[config.mk]
export PLATFORM = sky130hd
export DESIGN_NAME = input_debounce
export DESIGN_NICKNAME = d
export VERILOG_FILES = /design/src/rtl/debounce_pkg.sv /design/src/rtl/sync_ff.sv /design/src/rtl/input_debounce.sv
export SDC_FILE = /design/constraint.sdc
export NUM_CORES = 1
export LEC_CHECK = 0
export CAP_MARGIN = 10
export CORE_ASPECT_RATIO = 1.4
export CORE_UTILIZATION = 45
export CTS_BUF_LIST = sky130_fd_sc_hd__clkbuf_8
export CTS_CLUSTER_SIZE = 28
export DETAILED_ROUTE_END_ITERATION = 8
export GPL_TIMING_DRIVEN = 0
export HOLD_SLACK_MARGIN = 0.03
export PLACE_DENSITY = 0.63
export SYNTH_ARGS = -nofsm -noshare
export SYNTH_HDL_FRONTEND = slang
export SYNTH_SLANG_ARGS = --single-unit
export TNS_END_PERCENT = 30
[constraint.sdc]
create_clock -name clk -period 2.8 [get_ports clk]
set_clock_uncertainty 0.15 [all_clocks]
set_input_delay 0.84 -clock clk [delete_from_list [all_inputs] [get_ports clk]]
set_output_delay 0.84 -clock clk [all_outputs]
set_load 0.01 [all_outputs]
[src/rtl/debounce_pkg.sv]
// Shared types and helpers for the input debounce blocks.
package debounce_pkg;

  typedef enum logic [1:0] {
    STABLE_LO = 2'd0,
    WAIT_HI   = 2'd1,
    STABLE_HI = 2'd2,
    WAIT_LO   = 2'd3
  } state_t;

  // Counter only has to reach DEBOUNCE_CYCLES-1; keep at least one bit.
  function automatic int cnt_width(input int cycles);
    return (cycles <= 2) ? 1 : $clog2(cycles);
  endfunction

endpackage

[src/rtl/sync_ff.sv]
// Multi-stage flop synchronizer for a single asynchronous input bit.
module sync_ff #(
  parameter int SYNC_STAGES = 2,
  parameter bit RESET_LEVEL = 1'b0
) (
  input  logic clk,
  input  logic rst,
  input  logic d,
  output logic q
);

  logic [SYNC_STAGES-1:0] stages;

  always_ff @(posedge clk) begin
    if (rst) stages <= {SYNC_STAGES{RESET_LEVEL}};
    else     stages <= {stages[SYNC_STAGES-2:0], d};
  end

  assign q = stages[SYNC_STAGES-1];

endmodule

[src/rtl/input_debounce.sv]
// Synchronizer plus counter-based debounce FSM for one board input.
// Edge pulses (rise/fall) are only generated when DEBOUNCE_EDGE_EN is defined.
module input_debounce
  import debounce_pkg::*;
#(
  parameter int SYNC_STAGES     = 2,
  parameter int DEBOUNCE_CYCLES = 1000000,
  parameter bit RESET_LEVEL     = 1'b0
) (
  input  logic clk,
  input  logic rst,
  input  logic din,
  output logic level,
  output logic rise,
  output logic fall
);

  localparam int             CW          = cnt_width(DEBOUNCE_CYCLES);
  localparam logic [CW-1:0]  CNT_LAST    = CW'(DEBOUNCE_CYCLES - 1);
  localparam state_t         RESET_STATE = RESET_LEVEL ? STABLE_HI : STABLE_LO;

  logic          din_s;
  state_t        state, state_nxt;
  logic [CW-1:0] cnt, cnt_nxt;
  logic          level_nxt;

  sync_ff #(
    .SYNC_STAGES (SYNC_STAGES),
    .RESET_LEVEL (RESET_LEVEL)
  ) u_sync (
    .clk (clk),
    .rst (rst),
    .d   (din),
    .q   (din_s)
  );

  always_ff @(posedge clk) begin
    if (rst) begin
      state <= RESET_STATE;
      cnt   <= '0;
      level <= RESET_LEVEL;
    end else begin
      state <= state_nxt;
      cnt   <= cnt_nxt;
      level <= level_nxt;
    end
  end

  // Any opposite sample while qualifying drops back to the stable state.
  always_comb begin
    state_nxt = state;
    cnt_nxt   = cnt;
    level_nxt = level;
    case (state)
      STABLE_LO: begin
        if (din_s) begin
          state_nxt = WAIT_HI;
          cnt_nxt   = '0;
        end
      end
      WAIT_HI: begin
        if (!din_s) begin
          state_nxt = STABLE_LO;
          cnt_nxt   = '0;
        end else if (cnt == CNT_LAST) begin
          state_nxt = STABLE_HI;
          cnt_nxt   = '0;
          level_nxt = 1'b1;
        end else begin
          cnt_nxt = cnt + CW'(1);
        end
      end
      STABLE_HI: begin
        if (!din_s) begin
          state_nxt = WAIT_LO;
          cnt_nxt   = '0;
        end
      end
      WAIT_LO: begin
        if (din_s) begin
          state_nxt = STABLE_HI;
          cnt_nxt   = '0;
        end else if (cnt == CNT_LAST) begin
          state_nxt = STABLE_LO;
          cnt_nxt   = '0;
          level_nxt = 1'b0;
        end else begin
          cnt_nxt = cnt + CW'(1);
        end
      end
      default: begin
        state_nxt = RESET_STATE;
        cnt_nxt   = '0;
      end
    endcase
  end

`ifdef DEBOUNCE_EDGE_EN
  // level only moves on a completed qualification, so its change is the edge.
  always_ff @(posedge clk) begin
    if (rst) begin
      rise <= 1'b0;
      fall <= 1'b0;
    end else begin
      rise <= level_nxt & ~level;
      fall <= ~level_nxt & level;
    end
  end
`else
  assign rise = 1'b0;
  assign fall = 1'b0;
`endif

endmodule
* After elaboration in Yosys (flattened, before gate mapping) *
Cells that the tools add are included.

word-level totals
  flip-flop bits (word level) = 25
  output and inout port bits = 3
  logic and storage cells = 40

cells by class
  add/sub/neg operators = 1
  equality and inequality tests = 12
  muxes and demuxes = 18
  reduce and logical (&&, ||, !) cells = 5

operator list
  cell                                                                     count
  20-bit two-way mux                                                       5
  20-bit case mux with 4 select lines                                      1
  20-bit by 1-bit adder with 20-bit output, second input constant          1
  20-bit equality test, second input constant                              1
  2-bit two-way mux                                                        6
  2-bit inequality test, second input constant                             4
  2-bit case mux with 4 select lines                                       1
  5-bit AND reduction                                                      1
  2-bit equality test, second input constant                               2
  1-bit two-way mux                                                        4
  2-bit by 1-bit inequality test with 1-bit output, second input constant  2
  4-bit AND reduction                                                      1
  3-bit by 2-bit inequality test with 1-bit output, second input constant  1
  3-bit inequality test, second input constant                             1
  2-bit by 1-bit equality test with 1-bit output, second input constant    1
  2-bit logical NOT                                                        1
  1-bit case mux with 2 select lines                                       1
  2-bit AND reduction                                                      1
  2-bit nonzero test                                                       1

* Logic depth before layout (Yosys ltp) *
  depth after elaboration = 4
  depth in mapped cells = 7
  depth with buffers taken out = 6

* By module *
From an unflattened synthesis, not the netlist that was laid out.

unflattened totals
  cell total of the unflattened synthesis = 150
  area, all modules = 1281.2 um^2

by module, submodules not included
  module          instances  cells each  area an instance (um^2)
  input_debounce  1          146         1228.7
  sync_ff         1          4           52.6

* Least setup slack after synthesis *
No wires, ideal clock.

  kind = register -> register
  from = register cnt[11]
  to = register cnt[15]
  setup time = 0.122 ns
  arrival = 1.712 ns
  data required time = 2.528 ns
  slack = 0.817 ns
  stages on the path, launching flop included = 6
  path buffers = 1
  period minus slack after synthesis = 1.983 ns
  cell sequence = dfxtp_1 or4_4 nor4_4 a211oi_2 buf_6 a221o_1

between the ends
  cells in the longest elaborated chain, start to end = 4
  elaborated cells between the ends (all ways) = 6
  those cells by class = add/sub: 1; eq/ne: 1; mux: 4

ends and longest elaborated chain
  item                                                                                     line                                        text
  from (decl)                                                                              input_debounce.sv:24                        logic [CW-1:0] cnt, cnt_nxt;
  from (signal assigned)                                                                   input_debounce.sv:44                        cnt <= cnt_nxt;
  20-bit by 1-bit adder with 20-bit output / 20-bit equality test (equally long branches)  --
  20-bit two-way mux (*)                                                                   input_debounce.sv:65, input_debounce.sv:83
  20-bit two-way mux, on equally long branches                                             input_debounce.sv:80, input_debounce.sv:62
  20-bit case mux with 4 select lines (*)                                                  input_debounce.sv:54                        case (state)

Mark *: on every way between the ends. The rest lies on a longest branch, timed or not.
A chain may end at the register's enable or synchronous reset.

==> results.md <==
- Outcome: finished clean
- Fmax: 399 MHz
- I/O pin cnt: 6
- Number of global-route vias before repair: about 1,000
- Remaining DRCs: 0
- Yosys reg bits: 25
- Crit-path max FO: 10
- CTS tree: yes
- Max VDD drop: 267 uV
- Cell Chain, Critical Path: clkdlybuf4s50_1, a211oi_2, buf_2, a31oi_1, a21oi_1
- Final TNS setup: 0 ps
- Fillers: 269
- Mean post-synth cell area: 8.65 um2
- DRC marker count from the first detailed-route iteration: 30
- Syn Std Cell Area: between 1000 and 1500 um2
- Post-synth EDFFs: 0
- Post-CTS Resized: 0
- WL/cell: 13.7 um
- Most frequent cells in the layout: 25 x dfxtp_1, 14 x nand2_1, 13 x nor2_1
- Commonest non-fill, non-tap cell in the layout: dfxtp_1
- Crit path capture type: register
- Vert. Die Dim: between 60 and 70 um
- Initial antenna violation count: 0
- Layout cells sized above 1: 0.0915
- Nets@finish: roughly 160
- MaxCap Viol Count: 0
- Leak pwr: 0.000498 uW
- Distinct cells, synth: 34
- Setup Fix Bufs, Post-CTS: 0
- Worst-Margin Slew: 754 ps
- Clock root buffer master: clkbuf_8
- Final Critical Period: 2510 ps
- Initial core utilization: 0.477
- Final setup vio count: 0
- Htree depth: 1
- Relative slew margins: 0.493
- Gr ovfl total: 0
- Critical path start-end classification: primary input to register
- Post-synthesis sequential area ratio: 0.402
- PortBufs: 3
- Routed via count: 1,109
- RSZ-0062 raised after global routing: false
- First-pass GRT wire length: 4330 um
- PwrDens: approximately 430 nW/um2
- P&R area growth vs syn: 10.3%
- All-Layer GR Usage: 0.198
- Fin cells: approximately 190
- Startpoint types: primary input
- Worst-path clk slew: about 80 ps
- CP max stage cell: a211oi_2
- Clock Tree Buf Depth: 2
- Final core occ: 0.526
- Post-DRT Antenna Nets: 0
- Final Hold Viols: 0
- TritonCTS Buffers: 3
- WP data required: roughly 2900 ps
- Final wirelength: 2590 um
- Internal reg-to-reg setup slack: around 380 ps
- Detail Placement HPWL: roughly 1900 um
- Core area: 2620 um2
- Worst skew pair latency: 260 ps
- Largest net degree at the start of global routing: 14
- Placed Cells: 184
- Synth warn: 0
- DIE WIDTH: roughly 46 um
- Async SR Flop Fraction: 0
- Routed vias/inst: around 6
- # diodes: 0
- Synth Instances: 144
- Synth Flop Type: dfxtp_1
- Crit path largest cell delay: around 650 ps
- Drt first pass iters: 6
- Routability congestion estimate: a little under 0.8
- Die area: 2990 um2
- FP Rows: 22
- # hold bufs at CTS: 0
- Num Clock Sinks: 25
- Final Max Tran Viols: 0
- Final period utilization: 0.895
- Crit path DAT: 2550 ps
- HP Class: register to register
[critical path, delay by kind of cell]
family,cells,cell delay (ps)
compound gates,3,890
buf+inv,2,810
[layout make-up]
type / instances / area (um2) / share of cell area
multi-input cells: 115 / 714 / 0.520
flip-flops and latches: 25 / 500 / 0.364
well taps: 36 / 45.0 / 0.0328
clock buffers: 3 / 41.3 / 0.0300
repair buffers: 4 / 35.0 / 0.0255
plain buffers: 5 / 35.0 / 0.0255
clock inverters: 1 / 3.75 / 0.00273
[flip-flops by register name, indices dropped and copies added (netlist names), named ones only]
name / count
cnt: 20
u_sync.stages: 2
level: 1
state: 1
[per-layer routing]
metal | track usage | vias to the layer above | share of wire
li1 | - | 550 | -
met1 | 0.228 | 523 | 0.42
met2 | 0.319 | 27 | 0.52
met3 | 0.0367 | 9 | 0.034
met4 | 0.121 | 0 | 0.029
met5 | 0 | - | 0
[report_power, final]
part | switching (uW) | internal, uW | total (uW)
clock | 109 | 98.0 | 207
combinational | 18.0 | 12.5 | 30.5
sequential | 2.27 | 358 | 360
[logic make-up (layout without fill, tap and decap cells)]
kind of cell             Yosys count  in the layout  synth area share
AND/OR/NAND/NOR                   69             69             0.309
AO/OA/AOI/OAI                     36             36             0.196
flip-flops                        25             25             0.402
buffers and inverters              5             13            0.0281
XOR/XNOR                           4              4            0.0281
multiplexers                       3              3            0.0241
adder cells (fa/ha/maj)            1              1            0.0100
other                              1              2           0.00301
[metrics by stage]
stage	hold WS [ps]	cell area, um2	worst slack (ps)	power (uW)
floorplan	264	1250	817	388
global placement	281	1330	10.0	397
detailed placement	303	1330	-29.0	398
CTS	313	1370	250	604
global route	330	1380	145	622
finish	308	1380	294	598
[path summary, 6_finish.rpt]
kind                                                  start                          end  depth (start not counted)
worst max-delay path                                    rst         cnt[13]$_SDFFE_PP0P_                          5
worst min-delay path            u_sync.stages[0]$_SDFF_PP0_  u_sync.stages[1]$_SDFF_PP0_                          1
worst max register to register          cnt[0]$_SDFFE_PP0P_         cnt[16]$_SDFFE_PP0P_                          6
worst min register to register  u_sync.stages[0]$_SDFF_PP0_  u_sync.stages[1]$_SDFF_PP0_                          1
[Yosys cell counts, drive strengths merged, types with 4 or more instances]
cell,instances,area [um2]
dfxtp,25,500
nand2,14,52.6
nand3,13,70.1
nor2,13,48.8
a31oi,10,62.6
a21oi,9,45.0
a22o,7,61.3
nor3,6,40.0
nand4,5,31.3
a21o,4,30.0
and3,4,25.0
buf,4,31.3
(Power assumes the default switching activity.)
